--- config.mk ---
export PLATFORM = sky130hd
export DESIGN_NAME = board_writer
export DESIGN_NICKNAME = d
export VERILOG_FILES = /design/src/rtl/c4_pkg.sv /design/src/rtl/column_heights.sv /design/src/rtl/board_writer.sv
export SDC_FILE = /design/constraint.sdc
export NUM_CORES = 1
export LEC_CHECK = 0
export CAP_MARGIN = 40
export CORE_MARGIN = 1.5
export CORE_UTILIZATION = 57
export DETAILED_ROUTE_END_ITERATION = 16
export PLACE_DENSITY = 0.86
export SLEW_MARGIN = 20
export SYNTH_ARGS = -nofsm -noshare
export SYNTH_HDL_FRONTEND = slang
export SYNTH_SLANG_ARGS = --single-unit
--- constraint.sdc ---
create_clock -name clock -period 7 [get_ports clock]
set_clock_uncertainty 0.1 [all_clocks]
set_input_delay 1.4 -clock clock [delete_from_list [all_inputs] [get_ports clock]]
set_output_delay 1.4 -clock clock [all_outputs]
set_load 0.02 [all_outputs]
--- src/rtl/c4_pkg.sv ---
// Shared Connect Four geometry, status/state encodings and cell indexing.
package c4_pkg;

    localparam int NUM_COLS = 7;
    localparam int NUM_ROWS = 6;
    localparam int CELLS    = NUM_COLS * NUM_ROWS;

    localparam logic [1:0] ST_OK      = 2'b00;
    localparam logic [1:0] ST_INVALID = 2'b01;
    localparam logic [1:0] ST_WIN     = 2'b10;
    localparam logic [1:0] ST_DRAW    = 2'b11;

    typedef enum logic [1:0] {
        S_IDLE  = 2'd0,
        S_WRITE = 2'd1,
        S_CHECK = 2'd2
    } state_t;

    function automatic logic [5:0] cell_idx(input logic [2:0] row, input logic [2:0] col);
        return ({3'b000, row} * 6'd7) + {3'b000, col};
    endfunction

endpackage

--- src/rtl/column_heights.sv ---
// Per-column fill counters, saturating at NUM_ROWS, with a synchronous clear.
import c4_pkg::*;

module column_heights (
    input  logic                         clock,
    input  logic                         clear,
    input  logic                         inc,
    input  logic [2:0]                   inc_col,
    output logic [NUM_COLS-1:0][2:0]     fill,
    output logic [NUM_COLS-1:0]          full
);

    logic [NUM_COLS-1:0][2:0] cnt_q, cnt_d;

    always_comb begin
        cnt_d = cnt_q;
        for (int c = 0; c < NUM_COLS; c++) begin
            if (inc && (inc_col == 3'(c)) && (cnt_q[c] != 3'(NUM_ROWS))) begin
                cnt_d[c] = cnt_q[c] + 3'd1;
            end
        end
    end

    always_ff @(posedge clock) begin
        if (clear) begin
            cnt_q <= '0;
        end else begin
            cnt_q <= cnt_d;
        end
    end

    always_comb begin
        fill = cnt_q;
        for (int c = 0; c < NUM_COLS; c++) begin
            full[c] = (cnt_q[c] == 3'(NUM_ROWS));
        end
    end

endmodule

--- src/rtl/board_writer.sv ---
// Connect Four board owner: validates drops, writes occupancy/owner bits,
// then samples the external win checker and reports the move result.
import c4_pkg::*;

module board_writer (
    input  logic               clock,
    input  logic               reset,
    input  logic               new_game,
    input  logic               move_valid,
    input  logic [2:0]         move_col,
    output logic               move_ready,
    output logic               move_done,
    output logic [1:0]         move_status,
    output logic [2:0]         location,
    output logic [2:0]         height,
    output logic [CELLS-1:0]   player_register,
    output logic [CELLS-1:0]   onoff_register,
    output logic               player,
    output logic               game_over,
    input  logic               wongame
);

    state_t             state_q, state_d;
    logic [2:0]         col_q, col_d;
    logic               done_q, done_d;
    logic [1:0]         status_q, status_d;
    logic [2:0]         loc_q, loc_d;
    logic [2:0]         hgt_q, hgt_d;
    logic [CELLS-1:0]   owner_q, owner_d;
    logic [CELLS-1:0]   occ_q, occ_d;
    logic               player_q, player_d;
    logic               over_q, over_d;
    logic [5:0]         moves_q, moves_d;

    logic                     clear;
    logic                     inc;
    logic [NUM_COLS-1:0][2:0] fill;
    logic [NUM_COLS-1:0]      full;
    logic [7:0][2:0]          fill_ext;
    logic [7:0]               full_ext;
    logic [5:0]               idx;

    assign clear = reset | new_game;
    assign inc   = (state_q == S_WRITE);

    // Column 7 is padded as permanently full so an illegal column rejects.
    assign fill_ext = {3'd0, fill};
    assign full_ext = {1'b1, full};
    assign idx      = cell_idx(fill_ext[col_q], col_q);

    column_heights u_heights (
        .clock   (clock),
        .clear   (clear),
        .inc     (inc),
        .inc_col (col_q),
        .fill    (fill),
        .full    (full)
    );

    always_comb begin
        state_d  = state_q;
        col_d    = col_q;
        done_d   = 1'b0;
        status_d = status_q;
        loc_d    = loc_q;
        hgt_d    = hgt_q;
        owner_d  = owner_q;
        occ_d    = occ_q;
        player_d = player_q;
        over_d   = over_q;
        moves_d  = moves_q;
        case (state_q)
            S_IDLE: begin
                if (move_valid) begin
                    if (over_q || full_ext[move_col]) begin
                        done_d   = 1'b1;
                        status_d = ST_INVALID;
                    end else begin
                        col_d   = move_col;
                        state_d = S_WRITE;
                    end
                end
            end
            S_WRITE: begin
                occ_d[idx]   = 1'b1;
                owner_d[idx] = player_q;
                loc_d        = col_q;
                hgt_d        = fill_ext[col_q];
                moves_d      = moves_q + 6'd1;
                state_d      = S_CHECK;
            end
            S_CHECK: begin
                done_d  = 1'b1;
                state_d = S_IDLE;
                // A win on the final cell outranks the draw.
                if (wongame) begin
                    status_d = ST_WIN;
                    over_d   = 1'b1;
                end else if (moves_q == 6'(CELLS)) begin
                    status_d = ST_DRAW;
                    over_d   = 1'b1;
                end else begin
                    status_d = ST_OK;
                    player_d = ~player_q;
                end
            end
            default: state_d = S_IDLE;
        endcase
    end

    always_ff @(posedge clock) begin
        if (clear) begin
            state_q  <= S_IDLE;
            col_q    <= '0;
            done_q   <= 1'b0;
            status_q <= '0;
            loc_q    <= '0;
            hgt_q    <= '0;
            owner_q  <= '0;
            occ_q    <= '0;
            player_q <= 1'b0;
            over_q   <= 1'b0;
            moves_q  <= '0;
        end else begin
            state_q  <= state_d;
            col_q    <= col_d;
            done_q   <= done_d;
            status_q <= status_d;
            loc_q    <= loc_d;
            hgt_q    <= hgt_d;
            owner_q  <= owner_d;
            occ_q    <= occ_d;
            player_q <= player_d;
            over_q   <= over_d;
            moves_q  <= moves_d;
        end
    end

    assign move_ready      = (state_q == S_IDLE);
    assign move_done       = done_q;
    assign move_status     = status_q;
    assign location        = loc_q;
    assign height          = hgt_q;
    assign player_register = owner_q;
    assign onoff_register  = occ_q;
    assign player          = player_q;
    assign game_over       = over_q;

endmodule

==> results of run 1 <==
cells in the final DEF (no fill, tap or decap), types with 3 or more instances in the layout:
cell and n:
dfxtp_1 127, clkdlybuf4s50_1 103, nand2_1 81, nor2_1 56, mux2i_1 48, o21a_1 35
inv_1 29, a21oi_1 28, ha_1 26, clkbuf_16 16, nor3_1 15, xnor2_1 13
nand4_1 10, nor2b_1 9, xor2_1 9, nand3_1 8, nor4_1 7, nor4_2 6
inv_6 5, mux4_2 4, nand2b_1 4, a211oi_1 4, nor4_4 4, fa_1 4
a2bb2oi_1 3, o21ai_0 3, nand4b_1 3, and3_1 3, bufinv_16 3, inv_8 3
buf_4 3
through the flow:
step / util, % / hold slack, ns
3_3_place_gp: 69.79 / 0.3369
6_report: 76.73 / 0.3540
3_5_place_dp: 70.02 / 0.3401
5_1_grt: 76.73 / 0.3729
4_1_cts: 76.25 / 0.3503
2_1_floorplan: - / 0.3621
registers in the layout, indices dropped and copies added (netlist names):
register	flops
moves_q	6
player_register	42
move_done	1
move_status	2
col_q	3
u_heights.fill	21
onoff_register	42
state_q	2
height	3
game_over	1
player	1
location	3
metal layers:
metal	vias up	share of wire [%]	global-route usage, %
met3	31	7.6	8.999
met2	167	52	49.10
met4	0	2.3	11.01
li1	2260	-	-
met5	-	0	0
met1	2299	38	30.90
power groups by stage:
stage | Sequential (W) | Clock (W) | Combinational, W
after CTS | 0.000728 | 0.000925 | 0.0000725
after detailed placement | 0.000745 | 0 | 0.0000720
after floorplan | 0.000743 | 0 | 0.0000559
final | 0.000729 | 0.000918 | 0.0000767
after global placement | 0.000744 | 0 | 0.0000695
after global routing | 0.000729 | 0.000957 | 0.0000835
layout make-up:
| type | instances | area (um^2) | area share, % |
|---|---|---|---|
| clock buffer | 17 | 414.1 | 5.497 |
| clock inverter | 15 | 197.7 | 2.624 |
| inverter | 29 | 108.9 | 1.445 |
| multi-input combinational | 415 | 2982 | 39.57 |
| sequential | 127 | 2542 | 33.74 |
| tap | 133 | 166.4 | 2.209 |
| timing repair buffer | 110 | 1124 | 14.91 |
cell families after synthesis:
family	count (synthesis)	synth area share [%]
buffers and inverters	62	4.816
DFF	127	43.89
AOI/OAI and AO/OA	87	10.50
and+or+nand+nor	222	19.87
xor gates and xnor gates	24	4.082
muxes	52	9.849
adders and majority gates	30	6.998
worst min-delay path by stage:
stage	startpoint	end	depth (start not counted)
3_3_place_gp	onoff_register[36]	onoff_register[36]	2
2_1_floorplan	moves_q[0]	moves_q[0]	2
3_5_place_dp	onoff_register[36]	onoff_register[36]	2
4_1_cts	onoff_register[36]	onoff_register[36]	2
6_report	onoff_register[36]	onoff_register[36]	2
5_1_grt	player_register[10]	player_register[10]	2
critical path: cells and delay by family (launching register included):
family | cells | cell delay (ns)
compound gates | 4 | 0.94
xor+xnor | 1 | 0.27
fa+ha+maj | 3 | 1.39
buf+inv | 3 | 0.43
flops | 1 | 0.65
mux | 1 | 0.25
simple gates | 2 | 0.74
==> results.md, run 1 <==
- N_diodes: 0
- Grt total ovfl: 0
- Sequential share of power: 42.3%
- Layout area overhead: 30.06%
- Int Power: 0.001307 W
- Total power: 0.001723 W
- Chip width: 103.8 um
- DP Worst Slack: 2.174 ns
- Largest net degree at the start of global routing: 87
- Layout cells sized above 1: 9.397%
- Total number of vias: 4757
- Setup crit start kind: register
- Critical-path cell list: nor2b_1, a2bb2oi_1, a21oi_1, inv_1, fa_1, inv_1, fa_1, ha_1, a21o_1, a21oi_4, xnor2_2, buf_6, nor4_1, mux2i_1
- Clock latency on the worst-skew pair: 0.53 ns
- CTS Buf Count: 17
- PwrDens: 228.7 nW/um^2
- Most common cell in the netlist: dfxtp_1
- Post-CTS Setup Bufs: 0
- PostCTS Resize Cnt: 0
- Via density: 5.623
- Synth cell count leaders: dfxtp_1, nand2_1, nor2_1
- Sw Share: 24.15%
- Max Cap Viol: 0
- Crit share post-route: 69.36%
- Antenna violations before repair: 0
- Synth Cell Area: 5793 um^2
- Clock-pin slew on the worst setup and hold paths: 0.06 ns
- Crit end category: register
- RSZ-0062 raised after global routing: false
- Total core area: 9819 um^2
- Crit path from: col_q[0]
- Yosys top cell area share: 43.89%
- Worst min-delay path category: reg2reg
- Pre-antenna DRT Iters: 5
- Min cycle time layout: 4.855 ns
- GRT Overall Usage: 27.82%
- Drt initial violations: 231
- Worst endpoint required time: 7.35 ns
- Async set-reset flop share out of synthesis: 0%
- CTS tree: yes
- Post-detail-place hpwl: 9573 um
- Worst R2R End: player_register[0]
- Cells after synthesis: 604
- Die ar.: 10780 um^2
- FF-to-FF setup slack: 2.14 ns
- Synthesis Warnings: 0
- DP Area: 6875 um^2
- CTS Sinks: 127
- Hold-fix buffers, CTS: 0
- P_sw: 0.0004160 W
- R2r startpoint: col_q[0]
- Clock group share of total power: 53.3%
- Clock Tree Buf Depth: 2
- Vias in the first global route: 4884
- Placed cells: 812
- Fmax: 206.0 MHz
- Nets: 738
- CTS HTree Levels: 4
- Leak: 2.735 nW
- Detailed-route DRC error count: 0
- Crit Path Class: reg2reg
- Worst path slowest cell: dfxtp_1
- Synth top area cells: dfxtp_1, mux2i_1, ha_1
- Reg2Reg Depth: 14
- Non-filler cells, final: 846
- Top FF cell, synth: dfxtp_1
- Num ports: 104
- Data arrival time of the worst path: 5.21 ns
- Status: completed
- Fillers: 682
- Effective utilization at floorplan: 59.00%
- Gpl congestion: 0.8947
- Combinational group share of total power: 4.4%
- FF+latch count, synth: 127
- Seq/Total Area, Yosys: 43.89%
- Fin. Hold Viols: 0
- Worst VDD drop: 0.2101 mV
- Setup Viol. Count Final: 0
- Worst slew margin: 45.25%
- EDFF count, synth: 0
- Slew @ Worst Pin: 0.8194 ns
- Critical path peak fanout: 14
- Synth area leader: dfxtp_1
- Synth Area per Inst: 9.591 um^2
- Crit-path max cell delay: 0.65 ns
- Antenna Nets Post-Route: 0
- Clk root buf: clkbuf_8
- Distinct cells, synth: 55
- Final setup TNS: 0 ns
- I/O Buffers: 103
- CP Capture Point: player_register[0]
- Final Instance Area: 7535 um^2
- Rows: 36
- Wire per inst: 17.26 um
- Syn nets: 642
- Final setup margin: 2.145 ns
- Global-route wire length before repair: 23860 um
- Max Transition Viols Final: 0
- Routed wire length: 14600 um
- Die Y: 103.8 um
No activity file was read; power rests on OpenSTA's default activity.
==> inputs of run 2 (changes only) <==
--- a/config.mk
+++ b/config.mk
@@ -7,9 +7,9 @@
 export LEC_CHECK = 0
 export CAP_MARGIN = 40
 export CORE_MARGIN = 1.5
-export CORE_UTILIZATION = 57
+export CORE_UTILIZATION = 48
 export DETAILED_ROUTE_END_ITERATION = 16
-export PLACE_DENSITY = 0.86
+export PLACE_DENSITY = 0.77
 export SLEW_MARGIN = 20
 export SYNTH_ARGS = -nofsm -noshare
 export SYNTH_HDL_FRONTEND = slang
==> constraint.sdc (replaced) <==
create_clock -name clock -period 4.2 [get_ports clock]
set_clock_uncertainty 0.1 [all_clocks]
set_input_delay 0.84 -clock clock [delete_from_list [all_inputs] [get_ports clock]]
set_output_delay 0.84 -clock clock [all_outputs]
set_load 0.02 [all_outputs]
==> results.md, run 2 (synthesis results as in run 1) <==
- Clock-pin slew on the worst setup and hold paths: 0.06 ns (about the same)
- Total number of vias: 4779 (+0.46%)
- CTS tree: yes
- Layout area overhead: 36.89%
- Detailed-route DRC error count: 0 (unchanged)
- Final setup TNS: 0 ns (unchanged)
- Post-detail-place hpwl: 9951 um (+3.9%)
- CTS HTree Levels: 4 (unchanged)
- FF-to-FF setup slack: 0.04 ns (-2.10 ns)
- Final Instance Area: 7930 um^2 (+5.2%)
- Most frequent cells in the layout: dfxtp_1, clkdlybuf4s50_1, nand2_1
- Clock Tree Buf Depth: 2 (unchanged)
- Fmax: 240.6 MHz (+17%)
- Max Cap Viol: 0 (unchanged)
- Die ar.: 12740 um^2 (+18%)
- Worst endpoint required time: 4.44 ns (-2.91 ns)
- Fin. Hold Viols: 0 (unchanged)
- Worst path slowest cell: mux4_2
- Wire per inst: 16.81 um (-2.6%)
- Crit end category: register
- I/O Buffers: 103 (unchanged)
- Total core area: 11610 um^2 (+18%)
- CP bufs+invs: 4 (+1)
- Drt initial violations: 417 (+81%)
- Critical path peak fanout: 6 (-8)
- Setup Viol. Count Final: 0 (unchanged)
- Worst VDD drop: 0.3321 mV (+58%)
- Largest net degree at the start of global routing: 78 (-10%)
- Worst min-delay path category: reg2reg
- Crit-path max cell delay: 0.50 ns (-0.15 ns)
- CTS Buf Count: 17 (unchanged)
- Num ports: 104 (unchanged)
- Gpl congestion: 0.8831 (-1.3%)
- Rows: 39 (+8.3%)
- Data arrival time of the worst path: 4.40 ns (-0.81 ns)
- Chip width: 112.9 um (+8.7%)
- GRT Overall Usage: 23.77% (-4.0 points)
- Commonest non-fill, non-tap cell in the layout: dfxtp_1
- Crit Path Class: reg2reg
- Hold_ws: 0.3527 ns (-0.001285 ns)
- Clk root buf: clkbuf_16
- Pre-antenna DRT Iters: 5 (unchanged)
- Status: completed
- Slew @ Worst Pin: 0.7924 ns (-0.02697 ns)
- Effective utilization at floorplan: 49.88% (-9.1 points)
- Crit share post-route: 98.97% (+30 points)
- Max Transition Viols Final: 0 (unchanged)
- Die Y: 112.9 um (+8.7%)
- Worst path most repeated cell: inv_1
- DP Area: 7061 um^2 (+2.7%)
- Worst slew margin: 47.06% (+1.8 points)
- Antenna Nets Post-Route: 0 (unchanged)
- Layer with the highest usage: met2
- Setup crit start kind: register
- Nets: 767 (+3.9%)
- Global-route wire length before repair: 23770 um (-0.38%)
- Clock latency on the worst-skew pair: 0.42 ns (-0.11 ns)
- Total power: 0.002834 W (+64%)
- Min cycle time layout: 4.157 ns (-0.6988 ns)
- Grt met2 use: 40.33% (-8.8 points)
- Met3 usage: 8.302% (-0.70 points)
- N_diodes: 0 (unchanged)
- Leak: 2.875 nW (+5.1%)
- Routed wire length: 14880 um (+1.9%)
- Grt total ovfl: 0 (unchanged)
- Layout cells sized above 1: 15.50% (+6.1 points)
- PwrDens: 357.4 nW/um^2 (+56%)
- Hold-fix buffers, CTS: 0 (unchanged)
- CP delay by family, top: adder cells
- Critical-path cell list: mux4_2, nor2_1, a21oi_2, inv_1, fa_1, inv_1, fa_2, ha_1, a21o_1, a21oi_4, buf_12, xnor2_4, nor4b_1, buf_4, mux2i_1
- Met1 usage: 27.45% (-3.5 points)
- Vias in the first global route: 4818 (-1.4%)
- Final core utilization: 68.28% (-8.5 points)
- CTS Sinks: 127 (unchanged)
- Antenna violations before repair: 0 (unchanged)
- Via density: 5.400 (-4.0%)
- RSZ-0062 raised after global routing: true
==> run 2: cell types whose count changed in the layout (fill, tap and decap cells not counted), moves of 3 or more <==
cell    change
buf_4      +28
nor4_1      -5
nor4_4      +4
inv_8       -3
nor3_2      +6
nor3_1      -6
==> run 2: final cells by class <==
type	instances	area, um^2
Clock buffer	21	470.5
Clock inverter	11	128.9
Fill cell	854	3684
Inverter	29	108.9
Multi-Input combinational cell	417	3174
Sequential cell	127	2550
Tap cell	143	178.9
Timing Repair Buffer	137	1319
==> run 2: path summary, 6_finish.rpt <==
kind | end | startpoint | cells past startpoint
worst max-delay path | player_register[41] | col_q[0] | 15
worst min-delay path | location[1] | location[1] | 2
worst max register to register | player_register[41] | col_q[0] | 15
worst min register to register | location[1] | location[1] | 2
==> run 2: per-layer routing <==
layer	up-vias	wire length (um)
met5	-	0
met3	18	944
met2	137	7471
met1	2309	6165
li1	2315	-
met4	0	297
==> run 2: timing repair <==
item,in CTS,in global routing
cloned,0,2
setup buffers,0,5
endpoints found under the setup margin,40,81
pin swaps,1,6
gates resized for setup,9,22
==> run 2: report_power, final <==
group | leakage, nW | switching [W] | total (W) | internal (W)
sequential | 1.02 | 0.00000526 | 0.00121 | 0.00121
clock | 0.290 | 0.000548 | 0.00147 | 0.000925
combinational | 1.56 | 0.0000940 | 0.000148 | 0.0000538
==> run 2: stage by stage <==
stage	worst slack, ns	cells
floorplan	0.08307	604
global placement	-0.04474	844
detailed placement	-0.2522	845
CTS	0.01812	877
global route	-0.1430	885
finish	0.04344	885
==> run 2: worst reg2reg max path: stages, from the launching register on <==
cell	delay, ns
dfxtp_4	0.39
mux4_2	0.51
nor2_1	0.13
a21oi_2	0.05
inv_1	0.14
fa_1	0.41
inv_1	0.09
fa_2	0.48
ha_1	0.33
a21o_1	0.19
a21oi_4	0.15
buf_12	0.16
xnor2_4	0.12
nor4b_1	0.43
buf_4	0.20
mux2i_1	0.20
